File: config.mk
export PLATFORM = sky130hd
export DESIGN_NAME = board_input_capture
export DESIGN_NICKNAME = d
export VERILOG_FILES = /design/src/rtl/board_input_capture.sv
export SDC_FILE = /design/constraint.sdc
export NUM_CORES = 1
export LEC_CHECK = 0
export CORE_MARGIN = 2
export CORE_UTILIZATION = 57
export CTS_BUF_LIST = sky130_fd_sc_hd__clkbuf_4
export CTS_CLUSTER_DIAMETER = 50
export DETAILED_ROUTE_END_ITERATION = 8
export GPL_ROUTABILITY_DRIVEN = 0
export GPL_TIMING_DRIVEN = 0
export PLACE_DENSITY = 0.79
export SYNTH_ARGS = -nofsm -noshare
export SYNTH_HDL_FRONTEND = slang
export SYNTH_SLANG_ARGS = --single-unit
File: constraint.sdc
create_clock -name clk -period 2.12 [get_ports clk]
set_clock_uncertainty 0.2 [all_clocks]
set_input_delay 0.424 -clock clk [delete_from_list [all_inputs] [get_ports clk]]
set_output_delay 0.424 -clock clk [all_outputs]
set_load 0.05 [all_outputs]
File: src/rtl/board_input_capture.sv
// board_input_capture
//   Captures the board slide switches and push buttons for the CPU. Each raw
//   line is synchronised, debounced, and buttons are edge-detected into sticky
//   event bits. A single-cycle read port with a registered response returns
//   switch levels, button levels or button events. Reading the events clears them.
//
// Ports
//   clk       system clock
//   rst_n     asynchronous active-low reset
//   sw        raw asynchronous switch levels
//   btn       raw asynchronous button levels, 1 = pressed
//   rd_en     read request
//   rd_sel    0 switches, 1 button levels, 2 button events (read-clear), 3 reserved
//   rd_data   registered read data, zero-extended
//   rd_valid  one-cycle pulse, rd_data valid
//   btn_irq   high while any button event bit is set
module board_input_capture #(
    parameter int unsigned NUM_SW          = 16,
    parameter int unsigned NUM_BTN         = 5,
    parameter int unsigned SYNC_STAGES     = 2,
    parameter int unsigned DEBOUNCE_CYCLES = 100000
) (
    input  logic               clk,
    input  logic               rst_n,
    input  logic [NUM_SW-1:0]  sw,
    input  logic [NUM_BTN-1:0] btn,
    input  logic               rd_en,
    input  logic [1:0]         rd_sel,
    output logic [31:0]        rd_data,
    output logic               rd_valid,
    output logic               btn_irq
);

    // Switches and buttons share one synchroniser/debounce vector: buttons on top.
    localparam int unsigned NUM_IN = NUM_SW + NUM_BTN;
    localparam int unsigned CNT_W  = $clog2(DEBOUNCE_CYCLES);
    localparam logic [CNT_W-1:0] CNT_MAX = CNT_W'(DEBOUNCE_CYCLES - 1);

    logic [NUM_IN-1:0]  sync_q [SYNC_STAGES];
    logic [NUM_IN-1:0]  synced;
    logic [NUM_IN-1:0]  stable_q, stable_d;
    logic [CNT_W-1:0]   cnt_q [NUM_IN];
    logic [CNT_W-1:0]   cnt_d [NUM_IN];
    logic [NUM_BTN-1:0] event_q, event_d;
    logic [NUM_BTN-1:0] btn_stable, btn_stable_d, btn_rise;
    logic [NUM_BTN-1:0] rd_clear;
    logic [NUM_SW-1:0]  sw_stable;
    logic [31:0]        rd_word;

    // Plain flop chain, no logic between stages.
    always_ff @(posedge clk or negedge rst_n) begin
        if (!rst_n) begin
            for (int i = 0; i < SYNC_STAGES; i++) sync_q[i] <= '0;
        end else begin
            sync_q[0] <= {btn, sw};
            for (int i = 1; i < SYNC_STAGES; i++) sync_q[i] <= sync_q[i-1];
        end
    end

    assign synced = sync_q[SYNC_STAGES-1];

    // A level is accepted after DEBOUNCE_CYCLES consecutive mismatches. The
    // counter clears on the accepting cycle, so it never passes CNT_MAX.
    always_comb begin
        stable_d = stable_q;
        for (int i = 0; i < NUM_IN; i++) begin
            cnt_d[i] = '0;
            if (synced[i] != stable_q[i]) begin
                if (cnt_q[i] == CNT_MAX) begin
                    stable_d[i] = synced[i];
                end else begin
                    cnt_d[i] = cnt_q[i] + CNT_W'(1);
                end
            end
        end
    end

    assign sw_stable    = stable_q[NUM_SW-1:0];
    assign btn_stable   = stable_q[NUM_IN-1:NUM_SW];
    assign btn_stable_d = stable_d[NUM_IN-1:NUM_SW];
    assign btn_rise     = btn_stable_d & ~btn_stable;

    always_comb begin
        rd_word  = '0;
        rd_clear = '0;
        case (rd_sel)
            2'd0: rd_word[NUM_SW-1:0] = sw_stable;
            2'd1: rd_word[NUM_BTN-1:0] = btn_stable;
            2'd2: begin
                rd_word[NUM_BTN-1:0] = event_q;
                rd_clear             = {NUM_BTN{rd_en}};
            end
            default: rd_word = '0;
        endcase
    end

    // A rise on the same edge as a clearing read wins, so no press is lost.
    assign event_d = (event_q & ~rd_clear) | btn_rise;

    always_ff @(posedge clk or negedge rst_n) begin
        if (!rst_n) begin
            stable_q <= '0;
            for (int i = 0; i < NUM_IN; i++) cnt_q[i] <= '0;
            event_q  <= '0;
            btn_irq  <= 1'b0;
            rd_valid <= 1'b0;
            rd_data  <= '0;
        end else begin
            stable_q <= stable_d;
            for (int i = 0; i < NUM_IN; i++) cnt_q[i] <= cnt_d[i];
            event_q  <= event_d;
            btn_irq  <= |event_q;
            rd_valid <= rd_en;
            if (rd_en) begin
                rd_data <= rd_word;
            end
        end
    end

endmodule

After elaboration in Yosys (flattened, before gate mapping)
Cells that the tools add are included.

word-level totals
  bits of input ports = 26
  memories = 0
  bits in registers = 443
  bits in latches = 0
  bits in read-only memories = 0
  RAM bits = 0
  logic and storage cells = 187

cells by class
  equality and inequality tests = 44
  multiplexer cells = 55
  add/subtract/negate cells = 21
  divide/modulo/power cells = 0
  multiply operators = 0
  shift-type cells = 0
  bitwise gates (word level) = 5
  $lt $le $gt $ge = 0
  reductions and logical operators = 18

operator list
  cell                                           number
  two-way mux 17 bit                             42
  adder 17 x 1 -> 17 bit, second input constant  21
  == test 17 bit, second input constant          21
  AND reduction 2 bit                            16
  inequality test 1 bit                          21
  case mux 5 bit (3 select lines)                1
  two-way mux 11 bit                             1
  AND 5 bit                                      2
  two-way mux 1 bit                              10
  inverter 5 bit                                 2
  two-way mux 5 bit                              1
  OR 5 bit                                       1
  OR reduction 5 bit                             1
  == test 2 x 1 -> 1 bit, second input constant  1
  == test 2 bit, second input constant           1
  logical NOT 2 bit                              1

Longest topological paths before layout
Gate-level depths: netlist of the first run.

  depth after elaboration = 5
  mapped depth = 7
  mapped depth without buffers = 5

Worst setup path after synthesis of the first run
OpenSTA, ideal clock, no wires.

  path kind = register to register
  start point = register cnt_q[22] (netlist bit)
  end point = register cnt_q[24] (netlist bit)
  setup slack = -16 ps
  data required time = 1801 ps
  library setup time = 119 ps
  period minus slack after synthesis = 2136 ps
  stages on the path, launching flop included = 6
  data arrival time = 1817 ps
  path buffers = 1
  cells stage by stage = dfrtp_1 -> nand4bb_1 -> or4_4 -> o41ai_4 -> buf_6 -> nor2_1

RTL lines
  item             line  source
  start, declared  42    logic [CNT_W-1:0] cnt_q [NUM_IN];

Worst setup path after layout of the first run
  start point = input rd_sel[1]
  end point = register rd_data[11]

between the ends
  cells in the longest elaborated chain, start to end = 2

ends and longest elaborated chain
  item                  line  source
  start, declared       28    input logic [1:0] rd_sel,
  logical NOT 2 bit     86    case (rd_sel)
  two-way mux 11 bit    86
  end signal, assigned  115   rd_data <= rd_word;
  end, declared         29    output logic [31:0] rd_data,

Every way passes these cells.
A chain may end at the register's enable or synchronous reset.

==> results.py, run 1 <==
metrics = {
    "run_status": {
        "outcome": "finished, violations left",
        "failed_checks": "negative hold slack",
    },
    "sta": {
        "worst_pin_slew_ns": 0.891,
        "period_needed_ns": 2.11,
        "fmax_ghz": 0.474,
        "slew_headroom_pct": 40.6,
        "setup_viol_count_final": 0,
        "rsz0062_at_grt": "true",
        "drv_slew": 0,
        "period_share_pct": 99.5,
        "finalSetupTns_ns": 0,
        "fin_ws_ns": 0.0114,
        "hold_violations": 17,
        "hold-worst-slack_ns": -0.00850,
    },
    "finish": {
        "areaGrowthSynthToFinish_pct": 15.7,
        "final_cell_mix": "441 x dfrtp_1, 360 x nor2_1, 198 x xnor2_1",
        "final_common_cell": "dfrtp_1",
        "design_area_um2": 24000,
        "layout-drive-gt1-share_pct": 14.6,
        "fin_util_pct": 67.2,
        "nets": 2297,
    },
    "floorplanning": {
        "fp.dieW_um": 195,
        "start_util_pct": 58.1,
        "num_rows": 69,
        "die_y_um": 195,
        "die_area_um2": 38000,
        "io_pins": 60,
        "core_um2": 35700,
    },
    "critical_path": {
        "crit_fanout": 10,
        "critPathMostFrequentCell": "clkbuf_1",
        "r2r-end": "stable_q[15]",
        "slowest_delay_ns": 0.67,
        "end_kind": "register",
        "crit_chain": "dlygate4sd3_1 > clkbuf_1 > nor3b_1 > clkbuf_1 > nand2_1 > o21ai_0",
        "cp_slowest_cell": "clkbuf_1",
        "path_buf_inv": 3,
        "startpoint_type": "input pin",
        "cp_data_required_time_ns": 2.63,
        "path_class": "in2reg",
        "crit_family": "buffers and inverters",
        "rrSetupSlack_ns": 0.07,
        "worst-r2r-cell-count": 3,
        "r2r-start": "cnt_q[99]",
        "cp.arrival_ns": 2.62,
    },
    "grt": {
        "overflow": 0,
        "antenna_found_initial": 2,
        "grt_pass1_wl_mm": 72.1,
        "grt_max_degree": 126,
        "grt_pass1_vias": 15600,
        "track_usage_pct": 22.5,
    },
    "logic_synthesis": {
        "synth.area.top_cells": "dfrtp_1 53%, xnor2_1 8.4%, nor2_1 6.5%",
        "synth_area_um2": 20800,
        "yosysTopAreaCell": "dfrtp_1",
        "synth.avg_cell_area_um2": 10.2,
        "synth-seq-area-share_pct": 53.4,
        "ys_ff_latch": 443,
        "synth_warnings": 0,
        "ys.flop_type": "dfrtp_1",
        "async_reset_ff_share_pct": 100,
        "yosysTopAreaCellShare_pct": 53.4,
        "synth_cells": 2028,
        "yosys.cell_types.count": 47,
        "synth_edf_count": 0,
    },
    "power": {
        "cellLeakagePower_nw": 9.98,
        "irDropWorstVdd_uv": 442,
        "clkPwrFrac_pct": 42.4,
        "p_sw_share_pct": 24.5,
        "power_frac_comb_pct": 5.2,
        "powerDensity_nw_per_um2": 694,
        "internal_power_mw": 12.6,
        "power_frac_seq_pct": 52.4,
        "power.switching_mw": 4.09,
        "finalPower_mw": 16.7,
    },
    "cts": {
        "path_clk_slew_ns": 0.07,
        "root_buffer": "clkbuf_4",
        "cts_tree": "yes",
        "clockBufferDepth": 3,
        "clkSinkCount": 443,
        "insertion_delay_ns": 0.81,
        "h-tree-depth": 3,
        "cts_buffers": 112,
    },
    "routing": {
        "wl_per_cell_um": 15.2,
        "avgViaCountPerCell": 5.61,
        "drt_iter0_markers": 1010,
        "num_vias": 15700,
        "routed_wl_mm": 42.3,
        "route.detailed.drc": 0,
        "ant_nets": 0,
        "firstDrtPassIters": 5,
    },
    "placed_design": {
        "placed_cell_area_um2": 21900,
        "hpwl_mm": 26.3,
        "post-place-ws_ns": -0.614,
        "port_buffers": 41,
    },
    "flow_run": {
        "max-cap-violations": 0,
    },
    "min_path": {
        "hp-class": "in2async",
    },
}
## synthesized netlist by cell type, types with 8 or more instances
cell,count
nor2_1,360
clkbuf_1,36
o31ai_1,8
nor3_1,80
ha_1,21
nand4_1,124
or3_1,8
xnor2_1,198
buf_2,10
or4_1,11
nor4bb_1,20
buf_4,16
dfrtp_1,443
and4_1,38
mux2_2,21
xor2_1,118
a21oi_1,30
nand2_1,122
o21ai_0,20
inv_1,50
nor4_1,84
and2_1,13
and3_1,10
nand3_1,117
## metal layers
metal	part of all wire, %	track usage [%]
met3	4.4	4.69
met5	0	0
met1	45	29.8
met2	49	37.0
met4	2.2	7.77
## logic make-up after synthesis
family	after synthesis	synth area share, %
fa+ha+maj	21	1.27
compound gates	82	2.89
xor+xnor	316	13.3
mux	26	1.38
buf+inv	114	2.48
other cells	1	0.0181
simple gates	1025	25.2
flops	443	53.4
## cell type report
class	instances	area, um^2
clock inverters	31	175
repair buffers	106	1030
clock buffers	160	1200
inverters	50	188
well taps	461	577
flip-flops and latches	443	11100
multi-input cells	1486	9440
fillers	2738	11700
diodes	4	10.0
plain buffers	51	318
## worst max path at each step
stage / end / slack [ns] / start / depth (start not counted)
after global routing: cnt_q[117] / -0.04 / cnt_q[107] / 4
after CTS: stable_q[13] / -0.003 / cnt_q[119] / 5
after global placement: cnt_q[34] / -18.36 / rst_n / 1
final: rd_data[11] / 0.01 / rd_sel[1] / 6
after floorplan: cnt_q[246] / 0.0003 / cnt_q[238] / 6
after detailed placement: rd_data[11] / -0.61 / rd_en / 5
## power by group through the flow
stage	logic, mW	registers (mW)	clock network, mW
4_1_cts	0.853	8.73	7.30
3_5_place_dp	0.780	8.89	0
5_1_grt	0.984	8.76	7.81
6_report	0.876	8.74	7.07
3_3_place_gp	0.740	8.90	0
2_1_floorplan	0.407	8.89	0
## through the flow
step                      hold slack (ns)  instances
after detailed placement            0.135       2548
after floorplan                   -0.0716       2043
after global placement              0.134       2545
final                            -0.00850       2792
after CTS                         -0.0407       2774
after global routing              -0.0603       2792
## repair_timing
action | 4_1_cts | 5_1_grt
pin swaps | 13 | 15
gates resized for setup | 141 | 40
hold buffers | 25 | 1
gates cloned | 1 | 1
hold endpoints to repair | 189 | 9
endpoints found under the setup margin | 230 | 221
setup buffers | 17 | 17
## worst register-to-register path: stages, from the launching register on
cell	delay, ns
dfrtp_1	0.41
or4b_2	0.75
nor3_1	0.23
mux2_2	0.35
## flip-flops by register name (all words and copies together) (netlist names)
signal,cells
stable_q,21
synced,21
sync_q,21
rd_data,16
cnt_q,357
btn_irq,1
event_q,5
rd_valid,1
(Power assumes the default switching activity.)
==> run 2: changes to the inputs <==
--- a/config.mk
+++ b/config.mk
@@ -5,6 +5,8 @@
 export SDC_FILE = /design/constraint.sdc
 export NUM_CORES = 1
 export LEC_CHECK = 0
+export ABC_AREA = 0
+export CAP_MARGIN = 20
 export CORE_MARGIN = 2
 export CORE_UTILIZATION = 57
 export CTS_BUF_LIST = sky130_fd_sc_hd__clkbuf_4
@@ -13,6 +15,7 @@
 export GPL_ROUTABILITY_DRIVEN = 0
 export GPL_TIMING_DRIVEN = 0
 export PLACE_DENSITY = 0.79
+export SLEW_MARGIN = 20
 export SYNTH_ARGS = -nofsm -noshare
 export SYNTH_HDL_FRONTEND = slang
 export SYNTH_SLANG_ARGS = --single-unit
==> results.py, run 2 (synthesized netlist as in run 1, its figures left out) <==
metrics = {
    "run_status": {
        "outcome": "finished, final reports clean",
    },
    "min_path": {
        "hp-class": "in2async",
    },
    "routing": {
        "num_vias": 15600,
        "drt_iter0_markers": 851,
        "wl_per_cell_um": 14.9,
        "ant_nets": 0,
        "routed_wl_mm": 41.5,
        "firstDrtPassIters": 5,
        "route.detailed.drc": 0,
        "avgViaCountPerCell": 5.60,
    },
    "floorplanning": {
        "die_area_um2": 38000,
        "die_y_um": 195,
        "fp.dieW_um": 195,
        "start_util_pct": 58.1,
        "io_pins": 60,
        "num_rows": 69,
        "core_um2": 35700,
    },
    "finish": {
        "largest_reg_flops": 357,
        "nFillCells": 2743,
        "multi_input_area_um2": 9480,
        "areaGrowthSynthToFinish_pct": 15.8,
        "layout-drive-gt1-share_pct": 15.1,
        "fin_util_pct": 67.3,
        "final_cell_mix": "441 x dfrtp_1, 360 x nor2_1, 198 x xnor2_1",
        "regArea_um2": 11100,
        "final_common_cell": "dfrtp_1",
        "design_area_um2": 24000,
        "nets": 2296,
        "regMostFlops": "cnt_q",
    },
    "cts": {
        "clockBufferDepth": 3,
        "h-tree-depth": 3,
        "cts_tree": "yes",
        "insertion_delay_ns": 0.84,
        "clkSinkCount": 443,
        "cts_buffers": 112,
        "root_buffer": "clkbuf_4",
        "path_clk_slew_ns": 0.06,
    },
    "power": {
        "irDropWorstVdd_uv": 544,
        "powerDensity_nw_per_um2": 688,
        "cellLeakagePower_nw": 9.96,
        "power_frac_comb_pct": 5.3,
        "power_frac_seq_pct": 52.9,
        "p_sw_share_pct": 24.7,
        "clkPwrFrac_pct": 41.8,
        "power.switching_mw": 4.09,
        "internal_power_mw": 12.4,
    },
    "sta": {
        "drv_slew": 0,
        "finalSetupTns_ns": 0,
        "worst_pin_slew_ns": 0.822,
        "fmax_ghz": 0.478,
        "period_needed_ns": 2.09,
        "slew_headroom_pct": 45.2,
        "setup_viol_count_final": 0,
        "rsz0062_at_grt": "true",
        "hold_violations": 0,
        "period_share_pct": 98.7,
    },
    "critical_path": {
        "cp.arrival_ns": 2.57,
        "crit_fanout": 6,
        "worst-r2r-cell-count": 6,
        "startpoint_type": "register",
        "startpoint": "cnt_q[341]",
        "path_class": "reg2reg",
        "cp_data_required_time_ns": 2.60,
        "rrSetupSlack_ns": 0.03,
        "r2r-start": "cnt_q[341]",
        "end_kind": "register",
        "r2r-end": "cnt_q[346]",
        "cp-endpoint": "cnt_q[346]",
    },
    "placed_design": {
        "port_buffers": 41,
        "placed_cell_area_um2": 21900,
        "hpwl_mm": 26.7,
    },
    "flow_run": {
        "max-cap-violations": 0,
    },
    "grt": {
        "grt_max_degree": 100,
        "grt_pass1_vias": 15600,
        "antenna_found_initial": 2,
        "overflow": 0,
        "track_usage_pct": 22.3,
        "grt_pass1_wl_mm": 71.6,
    },
}
==> run 2: worst min-delay path by stage <==
stage	start	end	depth (start not counted)
finish	rst_n	cnt_q[182]	2
global placement	sync_q[22]	synced[1]	0
CTS	rst_n	cnt_q[134]	2
floorplan	rst_n	btn_irq	0
global route	rst_n	cnt_q[134]	2
detailed placement	sync_q[34]	synced[13]	0
==> run 2: worst max-delay path, stage by stage (launching register included) <==
cell and delay, ns:
dfrtp_1 0.44, ha_4 0.19, and4_4 0.26, nand4_1 0.23
o41ai_4 0.41, buf_4 0.21, nor2_1 0.05
==> run 2: timing repair <==
action	in CTS	in global routing
resized for setup	150	45
cloned	2	0
endpoints found under the hold margin	355	0
setup endpoints to repair	242	206
pin swaps	14	16
setup buffers	19	17
hold buffers	23	0
==> run 2: stage by stage <==
stage	setup slack (ns)	power, mW	std cells	hold WS (ns)
after detailed placement	-0.615	9.68	2549	0.135
final	0.0284	16.5	2790	0.0248
after global routing	-0.0354	17.4	2790	0.0104
after CTS	-0.00918	16.7	2775	-0.0213
after global placement	-18.36	9.64	2545	0.134
after floorplan	0.000326	9.30	2043	-0.0716
==> run 2: area by class of cell <==
| class | instances | share of cell area (%) |
|---|---|---|
| timing repair buffer | 106 | 4.26 |
| clock buffer | 164 | 5.12 |
| buffer | 50 | 1.34 |
| antenna | 3 | 0.0312 |
| tap | 461 | 2.40 |
| sequential | 443 | 46.1 |
| inverter | 50 | 0.781 |
| multi-input combinational | 1486 | 39.4 |
| clock inverter | 27 | 0.520 |
==> run 2: layer usage <==
layer	share of wire (%)	vias up	global-route usage, %
li1	-	7613	-
met1	45	7638	29.6
met2	49	299	36.2
met3	4.0	72	4.62
met4	2.2	0	8.54
met5	0	-	0
==> run 2: power groups by stage <==
stage	registers [mW]	clock network (mW)	logic, mW
finish	8.75	6.91	0.870
global route	8.76	7.63	0.983
CTS	8.73	7.15	0.856
detailed placement	8.89	0	0.787
global placement	8.90	0	0.740
floorplan	8.89	0	0.407
==> run 3: changes to the inputs <==
--- a/config.mk
+++ b/config.mk
@@ -19,3 +19,4 @@
 export SYNTH_ARGS = -nofsm -noshare
 export SYNTH_HDL_FRONTEND = slang
 export SYNTH_SLANG_ARGS = --single-unit
+export TNS_END_PERCENT = 100
==> results of run 3 <==
The final DEF is identical to that of run 2; final timing and power are the same.
